$ cat config.mk
export PLATFORM = sky130hd
export DESIGN_NAME = reset_seq_gen
export DESIGN_NICKNAME = d
export VERILOG_FILES = /design/src/rtl/reset_seq_gen.sv
export SDC_FILE = /design/constraint.sdc
export NUM_CORES = 1
export LEC_CHECK = 0
export CAP_MARGIN = 40
export CORE_ASPECT_RATIO = 0.6
export CORE_UTILIZATION = 50
export CTS_CLUSTER_SIZE = 12
export DETAILED_ROUTE_END_ITERATION = 10
export PLACE_DENSITY_LB_ADDON = 0.3
export SLEW_MARGIN = 20
export SYNTH_ARGS = -nofsm -noshare
export SYNTH_HDL_FRONTEND = slang
export SYNTH_SLANG_ARGS = --single-unit
$ cat constraint.sdc
create_clock -name clk -period 2.1 [get_ports clk]
set_input_delay 0.42 -clock clk [delete_from_list [all_inputs] [get_ports clk]]
set_output_delay 0.42 -clock clk [all_outputs]
set_load 0.01 [all_outputs]
$ cat src/rtl/reset_seq_gen.sv
// Reset release sequencer: holds every domain reset low, then releases domains in index order, one per ack.
// Outputs are registered (test_mode bypass is combinational); a missing ack times out so the sequence never stalls.
module reset_seq_gen #(
  parameter int NUM_DOM     = 4,
  parameter int IDX_W       = 2,
  parameter int CNT_W       = 10,
  parameter int STRETCH     = 16,
  parameter int GAP         = 8,
  parameter int ACK_TIMEOUT = 1000
) (
  input  logic               clk,
  input  logic               inreset_,
  input  logic               test_mode,
  input  logic               direct_reset_,
  input  logic               sw_rst_req,
  input  logic [NUM_DOM-1:0] rst_ack,
  output logic [NUM_DOM-1:0] outreset_,
  output logic               seq_busy,
  output logic               seq_done,
  output logic               seq_timeout,
  output logic [IDX_W-1:0]   timeout_dom
);

  typedef enum logic [2:0] {
    S_ASSERT,
    S_RELEASE,
    S_WAIT_ACK,
    S_GAP,
    S_DONE,
    S_IDLE
  } state_t;

  localparam logic [CNT_W-1:0] C_STRETCH_M1 = CNT_W'(STRETCH - 1);
  localparam logic [CNT_W-1:0] C_GAP_M1     = CNT_W'(GAP - 1);
  localparam logic [CNT_W-1:0] C_TO_M1      = CNT_W'(ACK_TIMEOUT - 1);
  localparam logic [IDX_W-1:0] C_LAST_IDX   = IDX_W'(NUM_DOM - 1);

  state_t             r_state;
  logic [CNT_W-1:0]   r_cnt;
  logic [IDX_W-1:0]   r_idx;
  logic [NUM_DOM-1:0] r_ack_s1;
  logic [NUM_DOM-1:0] r_ack_s2;
  logic [NUM_DOM-1:0] r_outreset;
  logic               r_busy;
  logic               r_done;
  logic               r_timeout;
  logic [IDX_W-1:0]   r_timeout_dom;

  logic [CNT_W-1:0]   w_cnt_inc;
  logic [IDX_W-1:0]   w_idx_nxt;
  logic               w_ack;
  logic               w_last;

  // Saturating count: a wrapped counter could re-trigger a stretch or gap expiry.
  assign w_cnt_inc = (r_cnt == {CNT_W{1'b1}}) ? r_cnt : r_cnt + CNT_W'(1);
  assign w_idx_nxt = r_idx + IDX_W'(1);
  assign w_ack     = r_ack_s2[r_idx];
  assign w_last    = (r_idx == C_LAST_IDX);

  // The cnt is cleared on the edge that releases a domain, so it counts cycles since release.
  always_ff @(posedge clk or negedge inreset_) begin
    if (!inreset_) begin
      r_state       <= S_ASSERT;
      r_cnt         <= '0;
      r_idx         <= '0;
      r_ack_s1      <= '0;
      r_ack_s2      <= '0;
      r_outreset    <= '0;
      r_busy        <= 1'b1;
      r_done        <= 1'b0;
      r_timeout     <= 1'b0;
      r_timeout_dom <= '0;
    end else begin
      r_ack_s1  <= rst_ack;
      r_ack_s2  <= r_ack_s1;
      r_done    <= 1'b0;
      r_timeout <= 1'b0;
      case (r_state)
        S_ASSERT: begin
          if (r_cnt >= C_STRETCH_M1) begin
            r_outreset[r_idx] <= 1'b1;
            r_cnt             <= '0;
            r_state           <= S_RELEASE;
          end else begin
            r_cnt <= w_cnt_inc;
          end
        end
        S_RELEASE: begin
          r_cnt   <= w_cnt_inc;
          r_state <= S_WAIT_ACK;
        end
        S_WAIT_ACK: begin
          // Ack takes priority over a timeout expiring in the same cycle.
          if (w_ack || (r_cnt >= C_TO_M1)) begin
            if (!w_ack) begin
              r_timeout     <= 1'b1;
              r_timeout_dom <= r_idx;
            end
            r_cnt <= '0;
            if (w_last) begin
              r_done  <= 1'b1;
              r_state <= S_DONE;
            end else begin
              r_state <= S_GAP;
            end
          end else begin
            r_cnt <= w_cnt_inc;
          end
        end
        S_GAP: begin
          if (r_cnt >= C_GAP_M1) begin
            r_idx                 <= w_idx_nxt;
            r_outreset[w_idx_nxt] <= 1'b1;
            r_cnt                 <= '0;
            r_state               <= S_RELEASE;
          end else begin
            r_cnt <= w_cnt_inc;
          end
        end
        S_DONE: begin
          r_busy  <= 1'b0;
          r_state <= S_IDLE;
        end
        S_IDLE: begin
          if (sw_rst_req) begin
            r_outreset    <= '0;
            r_busy        <= 1'b1;
            r_cnt         <= '0;
            r_idx         <= '0;
            r_timeout_dom <= '0;
            r_state       <= S_ASSERT;
          end
        end
        default: begin
          r_outreset <= '0;
          r_busy     <= 1'b1;
          r_cnt      <= '0;
          r_idx      <= '0;
          r_state    <= S_ASSERT;
        end
      endcase
    end
  end

  assign outreset_   = test_mode ? {NUM_DOM{direct_reset_}} : r_outreset;
  assign seq_busy    = r_busy;
  assign seq_done    = r_done;
  assign seq_timeout = r_timeout;
  assign timeout_dom = r_timeout_dom;

endmodule
## Yosys cells after proc, flatten, opt, wreduce, memory -nomap -nowiden

Index checks and enable logic that the tools add are counted.

| word-level totals | value |
|---|---|
| output and inout port bits | 9 |
| register bits | 32 |
| logic and storage cells | 88 |
| latch bits | 0 |
| ROM bits | 0 |
| input port bits | 9 |
| memories | 0 |
| memory bits (writable) | 0 |

| operators by class | value |
|---|---|
| muxes and demuxes | 37 |
| add/sub/neg operators | 2 |
| div/mod/pow operators | 0 |
| multipliers | 0 |
| reductions and logical operators | 14 |
| bitwise gates (word level) | 6 |
| shifts and indexed selects | 0 |
| equality and inequality tests | 12 |
| magnitude comparators | 7 |

Operator list:

| operator | number |
|---|---|
| one-hot mux 10 bit (6 select lines) | 1 |
| two-way mux 10 bit | 5 |
| one-hot mux 3 bit (6 select lines) | 1 |
| two-way mux 4 bit | 4 |
| one-hot mux 4 bit (4 select lines) | 1 |
| two-way mux 3 bit | 5 |
| AND reduction 4 bit | 3 |
| adder 10 x 1 -> 10 bit (second input constant) | 1 |
| == test 10 bit (second input constant) | 1 |
| greater-or-equal comparator 10 bit (second input constant) | 1 |
| greater-or-equal comparator 10 x 3 -> 1 bit (second input constant) | 1 |
| greater-or-equal comparator 10 x 4 -> 1 bit (second input constant) | 1 |
| two-way mux 1 bit | 10 |
| != test 2 bit (second input constant) | 5 |
| two-way mux 2 bit | 4 |
| OR 4 bit | 2 |
| OR reduction 4 bit | 2 |
| == test 3 x 2 -> 1 bit (second input constant) | 2 |
| == test 3 bit (second input constant) | 2 |
| < comparator 2 x 3 -> 1 bit (second input constant) | 2 |
| one-hot mux 2 bit (3 select lines) | 1 |
| demux 1 bit (select 2 bit) | 2 |
| greater-or-equal comparator 2 x 1 -> 1 bit (second input constant) | 2 |
| NOT 1 bit | 4 |
| 13 further kinds | 15 |

## Depth between registers and ports, before layout

| depth | value |
|---|---|
| depth in word-level cells | 8 |
| gate-level depth with buffers | 8 |
| mapped depth without buffers | 6 |

## Worst setup path before layout

Ideal clock, no wire load.

| path | value |
|---|---|
| kind | reg2reg |
| from | register r_cnt[0] |
| to | register r_cnt[2] |
| path buffers | 2 |
| setup slack | 0.025 ns |
| setup time | 0.090 ns |
| cell stages (with the launch flop) | 9 |
| arrival | 1.985 ns |
| cell sequence | dfrtp_1 -> ha_1 -> a211o_2 -> or3b_1 -> clkbuf_1 -> a32oi_1 -> and2_1 -> buf_6 -> o31ai_4 |

| on the way | value |
|---|---|
| longest elaborated chain between the ends | 4 |
| elaborated cells between the ends (all ways) | 11 |
| those cells by class | 1 x add/sub; 3 x order compare; 1 x eq/ne; 5 x mux; 1 x reduce/logical |

Ends and longest elaborated chain:

| item | line | source |
|---|---|---|
| start, declared | 39 | `logic [CNT_W-1:0] r_cnt;` |
| start signal, assigned | 85 | `r_cnt <= w_cnt_inc;` |
| start signal, assigned | 89 | `r_cnt <= w_cnt_inc;` |
| start signal, assigned | 107 | `r_cnt <= w_cnt_inc;` |
| adder 10 x 1 -> 10 bit (tied with other cells) | 55 | `assign w_cnt_inc = (r_cnt == {CNT_W{1'b1}}) ? r_cnt : r_cnt + CNT_W'(1);` |
| two-way mux 10 bit or logical OR 1 bit (tied branches) | 55, 94 |  |
| two-way mux 10 bit (on tied branches) | 111, 80, 94 |  |
| one-hot mux 10 bit (6 select lines) (*) | 78 | `case (r_state)` |

Mark *: on every way between the ends. The rest lies on a longest branch, timed or not.
A chain may end at the register's enable or synchronous reset.

## Final worst setup path

| path | value |
|---|---|
| from | register r_cnt[1] |
| to | register r_cnt[2] |

The elaborated chain is that of the path after synthesis.

==> impl_metrics.tcl <==
set metrics [dict create \
    vdd_drop_max_mv 0.698 \
    grt_max_degree 33 \
    dieArea_sq_mm 0.00373 \
    h-tree-depth 2 \
    drtPass1Iterations 4 \
    postRouteAntennaNets 0 \
    async_flop_share_pct 100 \
    die_h_microns 47.7 \
    synth_edf_count 0 \
    status "finished clean" \
    syn_inst 178 \
    cts_tree "built" \
    crit_arrival_ps 2130 \
    path_max_fanout 9 \
    clk_pin_slew_ps 70 \
    synth_common_cells "31 x dfrtp_1, 19 x nand2_1, 19 x o21ai_0" \
    gp_congestion 0.878 \
    syn_area_per_cell_sq_um 9.77 \
    pin_count 18 \
    fin_crit_ps 1920 \
    dp_hpwl_mm 2.53 \
    grt_pass1_vias 1214 \
    wl_mm 3.47 \
    hold_viol 0 \
    pre_cts_ws_ps -0.575 \
    synth-seq-cells 32 \
    area_growth_pct 24.9 \
    worstSkewPairLatency_ps 280 \
    period_share_pct 91.6 \
    synth_nets 194 \
    hold_class "reg2reg" \
    required_ps 2300 \
    cts_buffers 5 \
    die_x_microns 78.1 \
    track_usage_pct 20.6 \
    synthesis.area_sq_mm 0.00174 \
    fin_total_pwr_mw 2.46 \
    endpoint_kind "flop" \
    grt_remaining_overflow 0 \
    setup_slack_ps 176 \
    cp-start-kind "flop" \
    core_area_sq_mm 0.00328 \
    cts_sinks 32 \
    nFillCells 266 \
    rows 16 \
    fmax_mhz 520 \
    fin_nets 225 \
    tightest_slew_ps 405 \
    yosysMostFrequentCell "dfrtp_1" \
    drive_gt1_share_pct 15.2 \
    detail_route.iter0.violations 79 \
    vias_per_cell 5.40 \
    setup_viol 0 \
    skew_ps 5.42 \
    synth_top_area_share_pct 44.6 \
    maxCapViolCount 0 \
    synth_ff_type "dfrtp_1" \
    grt_antenna_before_repair 0 \
    antenna_cells 0 \
    path_class "reg2reg" \
    drc_errors 0 \
    power_density_mw_per_mm2 1130 \
    vias 1376 \
    place.port_buffers 17 \
    grt_pass1_wl_mm 5.58 \
    cts_root_buf "clkbuf_8" \
    ys_seq_area_share_pct 46.1 \
    cts.path.max_buffers 2 \
    ctsHoldBuffers 0 \
    yosysTopAreaCell "dfrtp_1" \
    relSlewSlack_pct 72.7 \
    drv_slew 0 \
    start_util_pct 53.0 \
    power_leakage_nw 1.01 \
    yosys-top-cells-area "dfrtp_1 45%, o21ai_0 5.5%, mux2i_1 5.2%, ha_1 5.0%, nand2_1 4.1%" \
    synth_cell_types 38 \
    rsz0062_at_grt "false" \
    yosys_warnings 0 \
    post_drt_wl_per_cell_microns 13.6 \
]
-- report_power, final --
| part | switching [mW] | total (mW) | internal (mW) |
|---|---|---|---|
| combinational | 0.483 | 0.960 | 0.477 |
| sequential | 0.118 | 0.856 | 0.738 |
| clock | 0.226 | 0.644 | 0.418 |
-- per-stage QoR --
stage	area (sq um)	TNS, ps	utilization (%)	hold WS, ps	instances
global route	2170	0	66.2	355	255
finish	2170	0	66.2	351	255
CTS	2160	0	65.9	352	255
global placement	2040	0	62.0	332	247
detailed placement	2040	-0.575	62.0	336	247
floorplan	1740	0	-	124	178
-- layer usage --
layer | global-route usage [%] | up-vias | part of all wire [%]
li1 | - | 681 | -
met1 | 28.5 | 641 | 50
met2 | 32.5 | 49 | 42
met3 | 7.24 | 5 | 7.7
met4 | 3.33 | 0 | 0.98
met5 | 0 | - | 0
-- layout by cell type, fill, tap and decap left out, types with 2 or more instances in the layout --
cell,synthesis,layout
a21oi_1,9,9
a22o_1,5,5
and2_1,6,5
and3_1,2,2
buf_4,0,15
clkbuf_8,0,7
clkdlybuf4s50_1,0,13
dfrtp_1,31,31
dlymetal6s2s_1,0,3
ha_1,7,7
inv_1,10,10
mux2i_1,9,9
nand2_1,19,19
nand2b_1,3,3
nand3_1,5,5
nand3b_1,2,2
nor2_1,12,12
nor2b_1,3,3
nor3_1,7,7
o21ai_0,19,19
o31ai_4,2,2
xnor2_1,2,2
-- kinds of logic (layout without fill, tap and decap cells) --
family | Yosys count | after routing | share of synthesized area, %
AOI/OAI and AO/OA | 42 | 42 | 16.4
muxes | 11 | 11 | 7.12
and+or+nand+nor | 65 | 65 | 19.3
xor gates and xnor gates | 3 | 3 | 1.51
DFF | 32 | 32 | 46.1
buffers and inverters | 18 | 50 | 4.53
adders and majority gates | 7 | 7 | 5.04
-- what timing repair did --
item,in CTS,in global routing
setup buffers,0,0
endpoints found under the setup margin,1,10
hold endpoints to repair,0,0
resized for setup,1,5
-- area by class of cell --
| type | instances | area (sq um) | share of cell area, % |
|---|---|---|---|
| Sequential cell | 32 | 802 | 36.9 |
| Clock buffer | 7 | 96.3 | 4.44 |
| Timing Repair Buffer | 32 | 289 | 13.3 |
| Tap cell | 45 | 56.3 | 2.59 |
| Clock inverter | 1 | 30.0 | 1.38 |
| Inverter | 10 | 37.5 | 1.73 |
| Multi-Input combinational cell | 128 | 861 | 39.6 |
-- worst paths after layout --
path / startpoint / to / slack [ps] / depth (start not counted)
max reg2reg: r_cnt[1] / r_cnt[2] / 180 / 6
min: r_ack_s1[0] / r_ack_s2[0] / 350 / 0
max: r_cnt[1] / r_cnt[2] / 180 / 6
max in group asynchronous: inreset_ / seq_busy / 1250 / 2
min reg2reg: r_ack_s1[0] / r_ack_s2[0] / 350 / 0
min in group asynchronous: inreset_ / r_cnt[6] / 530 / 2
-- flip-flops by register name (all words and copies together) (netlist names) --
signal       count
r_ack_s1         4
r_ack_s2         4
r_cnt           10
r_idx            2
r_outreset       4
r_state          3
seq_busy         1
seq_done         1
seq_timeout      1
timeout_dom      2
-- worst max-delay path, cell delays in order, from the launching register on --
cell and delay, ps:
dfrtp_1 400, ha_1 200, a211o_2 390, o31ai_4 250
a32oi_1 160, and2_4 230, o31ai_4 220
Note: power is estimated with default switching activity, not from simulation.
